## src/rtl/up_rr_arb.sv

```systemverilog
// Round-robin arbiter sharing one microprocessor slave bus among N_PORT masters.
// Each master gets one access per grant; a stalled slave is released by a timeout counter.
module up_rr_arb #(
    parameter int                N_PORT    = 2,
    parameter int                G_CPUA    = 30,
    parameter int                G_CPUW    = 32,
    parameter int                TIMEOUT_W = 8,
    parameter logic [G_CPUW-1:0] TIMEOUT_D = 32'hCAFE_CAFE
) (
    input  logic                     clk,
    input  logic                     rst_n,
    input  logic [N_PORT*G_CPUA-1:0] m_upa,
    input  logic [N_PORT-1:0]        m_upen,
    input  logic [N_PORT-1:0]        m_upws,
    input  logic [N_PORT-1:0]        m_uprs,
    input  logic [N_PORT*G_CPUW-1:0] m_updi,
    output logic [G_CPUW-1:0]        m_updo,
    output logic [N_PORT-1:0]        m_uprdy,
    output logic [N_PORT-1:0]        m_uperr,
    output logic [G_CPUA-1:0]        s_upa,
    output logic                     s_upen,
    output logic                     s_upws,
    output logic                     s_uprs,
    output logic [G_CPUW-1:0]        s_updi,
    input  logic [G_CPUW-1:0]        s_updo,
    input  logic                     s_uprdy,
    output logic [N_PORT-1:0]        grant,
    output logic                     busy
);

    localparam int IW = (N_PORT > 1) ? $clog2(N_PORT) : 1;

    localparam logic [1:0] S_IDLE  = 2'd0;
    localparam logic [1:0] S_ISSUE = 2'd1;
    localparam logic [1:0] S_WAIT  = 2'd2;
    localparam logic [1:0] S_DONE  = 2'd3;

    logic [1:0]           r_state;
    logic [N_PORT-1:0]    r_pend;
    logic [N_PORT-1:0]    r_pend_wr;
    logic [N_PORT-1:0]    r_grant;
    logic [N_PORT-1:0]    r_uprdy;
    logic [N_PORT-1:0]    r_uperr;
    logic [IW-1:0]        r_last;
    logic                 r_gwr;
    logic [TIMEOUT_W-1:0] r_cnt;
    logic [G_CPUA-1:0]    r_upa;
    logic [G_CPUW-1:0]    r_updi;
    logic [G_CPUW-1:0]    r_updo;

    logic [N_PORT-1:0]    w_strb;
    logic [N_PORT-1:0]    w_abort;
    logic [N_PORT-1:0]    w_clr;
    logic [N_PORT-1:0]    w_req;
    logic                 w_any;
    logic [IW-1:0]        w_win;
    logic [IW-1:0]        w_cidx;
    logic                 w_fin;
    logic [G_CPUA-1:0]    w_sel_a;
    logic [G_CPUW-1:0]    w_sel_d;
    logic [N_PORT-1:0]    w_win_oh;

    // A strobe only registers on a port that is neither queued nor being served.
    assign w_strb  = (m_upws | m_uprs) & m_upen & ~r_pend & ~r_grant;
    assign w_abort = r_pend & ~r_grant & ~m_upen;
    assign w_fin   = (r_state == S_WAIT) && (s_uprdy || (&r_cnt));
    assign w_clr   = w_fin ? r_grant : '0;
    assign w_req   = r_pend & m_upen;

    always_comb begin
        w_any  = 1'b0;
        w_win  = r_last;
        w_cidx = '0;
        for (int k = 1; k <= N_PORT; k++) begin
            w_cidx = IW'((int'(r_last) + k) % N_PORT);
            if (!w_any && w_req[w_cidx]) begin
                w_any = 1'b1;
                w_win = w_cidx;
            end
        end
    end

    always_comb begin
        w_sel_a  = '0;
        w_sel_d  = '0;
        w_win_oh = '0;
        for (int i = 0; i < N_PORT; i++) begin
            if (w_win == IW'(i)) begin
                w_sel_a     = m_upa[i*G_CPUA +: G_CPUA];
                w_sel_d     = m_updi[i*G_CPUW +: G_CPUW];
                w_win_oh[i] = 1'b1;
            end
        end
    end

    always_ff @(posedge clk) begin
        if (!rst_n) begin
            r_pend    <= '0;
            r_pend_wr <= '0;
        end else begin
            r_pend    <= (r_pend & ~w_abort & ~w_clr) | w_strb;
            r_pend_wr <= (r_pend_wr & ~w_strb) | (m_upws & w_strb);
        end
    end

    always_ff @(posedge clk) begin
        if (!rst_n) begin
            r_state <= S_IDLE;
            r_grant <= '0;
            r_last  <= IW'(N_PORT - 1);
            r_gwr   <= 1'b0;
            r_cnt   <= '0;
            r_upa   <= '0;
            r_updi  <= '0;
            r_updo  <= '0;
            r_uprdy <= '0;
            r_uperr <= '0;
        end else begin
            r_uprdy <= '0;
            r_uperr <= '0;
            case (r_state)
                S_IDLE: begin
                    if (w_any) begin
                        r_grant <= w_win_oh;
                        r_last  <= w_win;
                        r_gwr   <= r_pend_wr[w_win];
                        r_upa   <= w_sel_a;
                        r_updi  <= w_sel_d;
                        r_state <= S_ISSUE;
                    end
                end
                S_ISSUE: begin
                    r_cnt   <= '0;
                    r_state <= S_WAIT;
                end
                S_WAIT: begin
                    // Slave ready takes precedence over a timeout in the same cycle.
                    if (s_uprdy) begin
                        if (!r_gwr) r_updo <= s_updo;
                        r_uprdy <= r_grant;
                        r_grant <= '0;
                        r_state <= S_DONE;
                    end else if (&r_cnt) begin
                        if (!r_gwr) r_updo <= TIMEOUT_D;
                        r_uprdy <= r_grant;
                        r_uperr <= r_grant;
                        r_grant <= '0;
                        r_state <= S_DONE;
                    end else begin
                        r_cnt <= r_cnt + 1'b1;
                    end
                end
                S_DONE: begin
                    r_state <= S_IDLE;
                end
                default: begin
                    r_state <= S_IDLE;
                end
            endcase
        end
    end

    assign s_upen  = (r_state == S_ISSUE) || (r_state == S_WAIT);
    assign s_upws  = (r_state == S_ISSUE) && r_gwr;
    assign s_uprs  = (r_state == S_ISSUE) && !r_gwr;
    assign busy    = (r_state != S_IDLE);
    assign grant   = r_grant;
    assign s_upa   = r_upa;
    assign s_updi  = r_updi;
    assign m_updo  = r_updo;
    assign m_uprdy = r_uprdy;
    assign m_uperr = r_uperr;

endmodule

```

## config.mk

```make
export PLATFORM = sky130hd
export DESIGN_NAME = up_rr_arb
export DESIGN_NICKNAME = d
export VERILOG_FILES = /design/src/rtl/up_rr_arb.sv
export SDC_FILE = /design/constraint.sdc
export NUM_CORES = 1
export LEC_CHECK = 0
export ABC_CLOCK_PERIOD_IN_PS = 1700
export BUFFER_PORTS_ARGS = -buffer_cell sky130_fd_sc_hd__buf_4
export CAP_MARGIN = 20
export CORE_AREA = 2 2 114 116
export DETAILED_ROUTE_END_ITERATION = 7
export DIE_AREA = 0 0 116 118
export PLACE_DENSITY_LB_ADDON = 0.05
export SYNTH_ARGS = -nofsm -noshare
export SYNTH_HDL_FRONTEND = slang
export SYNTH_SLANG_ARGS = --single-unit
```

## constraint.sdc

```tcl
create_clock -name clk -period 1.7 [get_ports clk]
set_input_delay 0 -clock clk [delete_from_list [all_inputs] [get_ports clk]]
set_output_delay 0 -clock clk [all_outputs]
set_load 0.005 [all_outputs]
```

After elaboration in Yosys (flattened, before gate mapping)
Cells that the tools add are included.
W data, S select, Z words.
{"block": "classes", "n_mux": 32, "eq_ne": 7, "n_reduce_logical": 21, "bitwise_logic": 22, "n_addsub": 3, "n_lt_le_gt_ge": 3}
{"cell": "$mux W32", "count": 5}
{"cell": "$mux W30", "count": 1}
{"cell": "$and A2 B2 Y2", "count": 10}
{"cell": "$mux W2", "count": 9}
{"cell": "$mux W8", "count": 2}
{"cell": "$pmux W8 S2", "count": 1}
{"cell": "$mux W1", "count": 12}
{"cell": "$not A2 Y2", "count": 6}
{"cell": "$reduce_and A3 Y1", "count": 3}
{"cell": "$add A8 B1 Y8 const B", "count": 1}
{"cell": "$pmux W2 S4", "count": 1}
{"cell": "$reduce_and A8 Y1", "count": 1}
{"cell": "$reduce_bool A2 Y1", "count": 4}
{"cell": "$lt A1 B2 Y1 const B", "count": 3}
{"cell": "$ne A2 B2 Y1 const B", "count": 3}
{"cell": "$or A2 B2 Y2", "count": 3}
{"cell": "$reduce_and A2 Y1", "count": 3}
{"cell": "$eq A2 B2 Y1 const B", "count": 2}
{"cell": "$logic_and A1 B1 Y1", "count": 4}
{"cell": "$pmux W2 S2", "count": 1}
{"cell": "$ne A3 B3 Y1 const B", "count": 1}
{"cell": "$not A1 Y1", "count": 3}
{"cell": "$reduce_or A3 Y1", "count": 1}
{"cell": "$add A1 B1 Y1 const B", "count": 2}
{"cell": "4 further kinds", "count": 6}
{"block": "totals", "register_bits": 116, "output_inout_bits": 104, "elab_cells": 100, "inputBits": 165}

Longest topological paths before layout
{"block": "depth", "ltp_word": 10, "mapped_depth": 8, "depth_no_buf": 6}

Least setup slack after synthesis
No wires, ideal clock.
{"block": "synth_path", "path_type": "register to register", "from": "reg r_state[0]", "to": "reg r_cnt[7]", "setup_time_ns": 0.122, "stages_incl_launch_ff": 8, "arrival_time_ns": 1.523, "t_required_ns": 1.578, "period_less_slack_ns": 1.645, "path_slack_ns": 0.055, "path_buffers": 1, "cell_sequence": "dfxtp_1 > inv_1 > ha_1 > buf_2 > nand2b_1 > or4_4 > o2111ai_2 > o21ai_1"}
{"block": "synth_between", "elab_chain_len": 3, "elab_cells_between_ends": 7, "cone_classes": "4 x eq/ne; 1 x mux; 2 x reduce/logical"}
{"element": "start: declaration", "line_no": "38", "rtl": "logic [1:0] r_state;"}
{"element": "start signal: assignment", "line_no": "108", "rtl": "r_state <= S_IDLE;"}
{"element": "start signal: assignment", "line_no": "129", "rtl": "r_state <= S_ISSUE;"}
{"element": "start signal: assignment", "line_no": "134", "rtl": "r_state <= S_WAIT;"}
{"element": "$eq A2 B2 Y1 / $eq A2 B1 Y1 (equally long branches)", "line_no": "121", "rtl": "case (r_state)"}
{"element": "$ne A2 B2 Y1 (no source line) / $reduce_bool A2 Y1 (equally long branches)"}
{"element": "$reduce_and A3 Y1 (no source line)"}
{"element": "end signal: assignment", "line_no": "150", "rtl": "r_cnt <= r_cnt + 1'b1;"}
{"element": "end: declaration", "line_no": "46", "rtl": "logic [TIMEOUT_W-1:0] r_cnt;"}
Several ways; a longest one is shown, not always the timed one.
A chain may end at the register's enable or synchronous reset.

Final worst setup path
{"block": "layout_path", "from": "reg r_state[0]", "to": "reg r_cnt[4]"}
The elaborated chain is that of the path after synthesis.

==> flow_metrics.env <==
export IMPL_gp_congestion=0.789
export IMPL_setup_viol=0
export IMPL_outcome="complete, no violations"
export IMPL_ys_ff_latch=116
export IMPL_worst_hold_startpoint="rst_n"
export IMPL_p_per_area_nw_per_um2=1090
export IMPL_tightest_slew_ns=0.476
export IMPL_drc=0
export IMPL_power_leakage_nw=4.48
export IMPL_clkPwrFrac=0.333
export IMPL_max_cap_violations=0
export IMPL_dieArea_um2=13700
export IMPL_combPwrFrac=0.330
export IMPL_seqPwrFrac=0.337
export IMPL_dominantRegCellSynth="dfxtp_1"
export IMPL_grt_max_degree=63
export IMPL_layout_common_cells="288 x buf_4, 163 x dlygate4sd3_1, 116 x dfxtp_1, 66 x o21ai_0, 66 x a21oi_1"
export IMPL_nets=1107
export IMPL_cts_buffers=17
export IMPL_tns_ns=0
export IMPL_async_reset_ff_frac=0
export IMPL_ir_drop_mv=0.603
export IMPL_die_w_um=116
export IMPL_track_usage=0.269
export IMPL_layout_drive_gt1_share=0.358
export IMPL_reg2reg_depth=7
export IMPL_ys_warn_count=0
export IMPL_period_share=0.954
export IMPL_min_delay_path_depth=2
export IMPL_io_buffers=268
export IMPL_vias=5702
export IMPL_ys_types=51
export IMPL_dieHeight_um=118
export IMPL_clkTransAtPathRegs_ns=0.05
export IMPL_antenna_cells=0
export IMPL_synth_nets=671
export IMPL_num_rows=41
export IMPL_grt_pass1_wl_um=29100
export IMPL_finalWorstSetupSlack_ns=0.0786
export IMPL_r2r_start="r_state[0]"
export IMPL_root_buffer="clkbuf_16"
export IMPL_ys_seq_area_frac=0.475
export IMPL_cp_end_kind="flip-flop"
export IMPL_worst_clock_skew_ns=0.00879
export IMPL_slew_headroom=0.683
export IMPL_cts_sinks=116
export IMPL_cts_htree_levels=4
export IMPL_ios=269
export IMPL_cp_start_kind="flip-flop"
export IMPL_criticalPathCategory="flip-flop to flip-flop"
export IMPL_synth_edf_count=0
export IMPL_fmax_mhz=617
export IMPL_swShare=0.286
export IMPL_synthesis_area_um2=4890
export IMPL_pre_cts_slack_ns=0.0516
export IMPL_start_util=0.394
export IMPL_drt_pass1_iter_count=4
export IMPL_overflow=0
export IMPL_cts_tree="yes"
export IMPL_via_per_inst=5.09
export IMPL_finalWirelength_um=18500
export IMPL_r2r_end="r_cnt[4]"
export IMPL_fillers=826
export IMPL_dr_first_iter_drc_count=309
export IMPL_switchingPower_mw=2.92
export IMPL_grt_setup_unrepaired="yes"
export IMPL_layout_commonest_cell="buf_4"
export IMPL_coreArea_um2=12400
export IMPL_wl_per_cell_um=16.5
export IMPL_arrival_ns=1.89
export IMPL_clk_path_buf_depth=2
export IMPL_antenna_found_initial=0
export IMPL_fin_crit_ns=1.62
export IMPL_synth_largest_area_cell="dfxtp_1"
export IMPL_p_int_mw=7.29
export IMPL_insertion_delay_ns=0.40
export IMPL_postSynthCellCount=501
export IMPL_critPathRequiredTime_ns=1.97
export IMPL_synth_area_leaders="dfxtp_1 47%, mux2i_1 13%, o21ai_0 7.1%"
export IMPL_cp_max_fo=8
export IMPL_netlist_area_leader_share=0.475
export IMPL_antenna_left=0
export IMPL_synth_area_per_cell_um2=9.76
export IMPL_finalMaxSlewViolations=0
export IMPL_hold_class="input pin to flip-flop"
export IMPL_hold_viol_final=0
export IMPL_area_growth_pct=92.3
export IMPL_hpwl_um=10800
export IMPL_rrSetupSlack_ns=0.08
export IMPL_grt_pass1_vias=5972
export IMPL_hold_end="r_last"
-- worst max-delay path, cell delays in order, from the launching register on --
cell	delay (ns)
dfxtp_1	0.31
inv_1	0.12
ha_2	0.22
buf_4	0.13
and2b_1	0.22
o21ai_2	0.16
o2111ai_1	0.22
o31ai_1	0.11
-- worst max-delay path by stage --
| stage | startpoint | to |
|---|---|---|
| 3_3_place_gp | r_state[0] | r_cnt[7] |
| 6_report | r_state[0] | r_cnt[4] |
| 2_1_floorplan | r_state[0] | r_cnt[7] |
| 5_1_grt | r_state[1] | s_updi[20] |
| 4_1_cts | r_state[0] | r_state[0] |
| 3_5_place_dp | r_state[0] | r_state[0] |
-- synth_stat cells, types with 6 or more instances --
master	n
buf_8	6
a21oi_1	66
inv_1	6
nand2_1	34
nor2_1	6
dfxtp_1	116
clkbuf_1	18
buf_2	11
o221a_1	17
mux2i_1	63
o21ai_0	69
o22ai_1	10
-- cell families after synthesis --
family	share of synthesized area
fa+ha+maj	0.0128
flops	0.475
compound gates	0.249
simple gates	0.0770
mux	0.129
buf+inv	0.0575
-- per-layer routing --
layer / up-vias / global-route usage / wire length [µm]
met5: - / 0 / 0
met4: 0 / 0.117 / 597
met3: 54 / 0.0767 / 1060
met2: 234 / 0.470 / 9630
met1: 2686 / 0.301 / 7240
li1: 2728 / - / -
-- through the flow --
step / hold WS [ns] / utilization / power [mW] / instances / cell area (µm²)
3_5_place_dp: 0.263 / 0.579 / 6.44 / 927 / 7190
6_report: 0.0750 / 0.758 / 10.2 / 1120 / 9410
2_1_floorplan: 0.150 / - / 4.94 / 501 / 4890
3_3_place_gp: 0.260 / 0.579 / 6.38 / 927 / 7190
5_1_grt: 0.104 / 0.758 / 10.7 / 1120 / 9410
4_1_cts: 0.0528 / 0.756 / 10.2 / 1120 / 9380
-- layout make-up --
cell class / instances / area (µm²) / share of cell area
repair buffers: 459 / 3950 / 0.420
clock buffers: 25 / 485 / 0.0516
flip-flops and latches: 116 / 2320 / 0.247
multi-input cells: 337 / 2330 / 0.248
well taps: 172 / 215 / 0.0229
clock inverters: 5 / 75.1 / 0.00798
inverters: 6 / 22.5 / 0.00239
-- state kept, by name (all words and copies together), names as in the netlist, named ones only --
name and cells:
m_uprdy 2, r_pend 2, grant 2, s_upa 30, r_cnt 8, r_state 2
m_updo 32, s_updi 32, r_gwr 1, r_last 1, m_uperr 2
-- timing repair --
| action | CTS | global route |
|---|---|---|
| endpoints found under the hold margin | 100 | 0 |
| endpoints found under the setup margin | 0 | 12 |
| hold buffers | 163 | 0 |
| gates resized for setup | 0 | 9 |
| setup buffers | 0 | 0 |
-- power by group through the flow --
stage,registers (mW),logic (mW),clock network [mW]
2_1_floorplan,3.48,1.47,0
3_3_place_gp,3.45,2.93,0
3_5_place_dp,3.46,2.98,0
4_1_cts,3.42,3.30,3.46
5_1_grt,3.49,3.65,3.60
6_report,3.44,3.37,3.40
(Power assumes the default switching activity.)
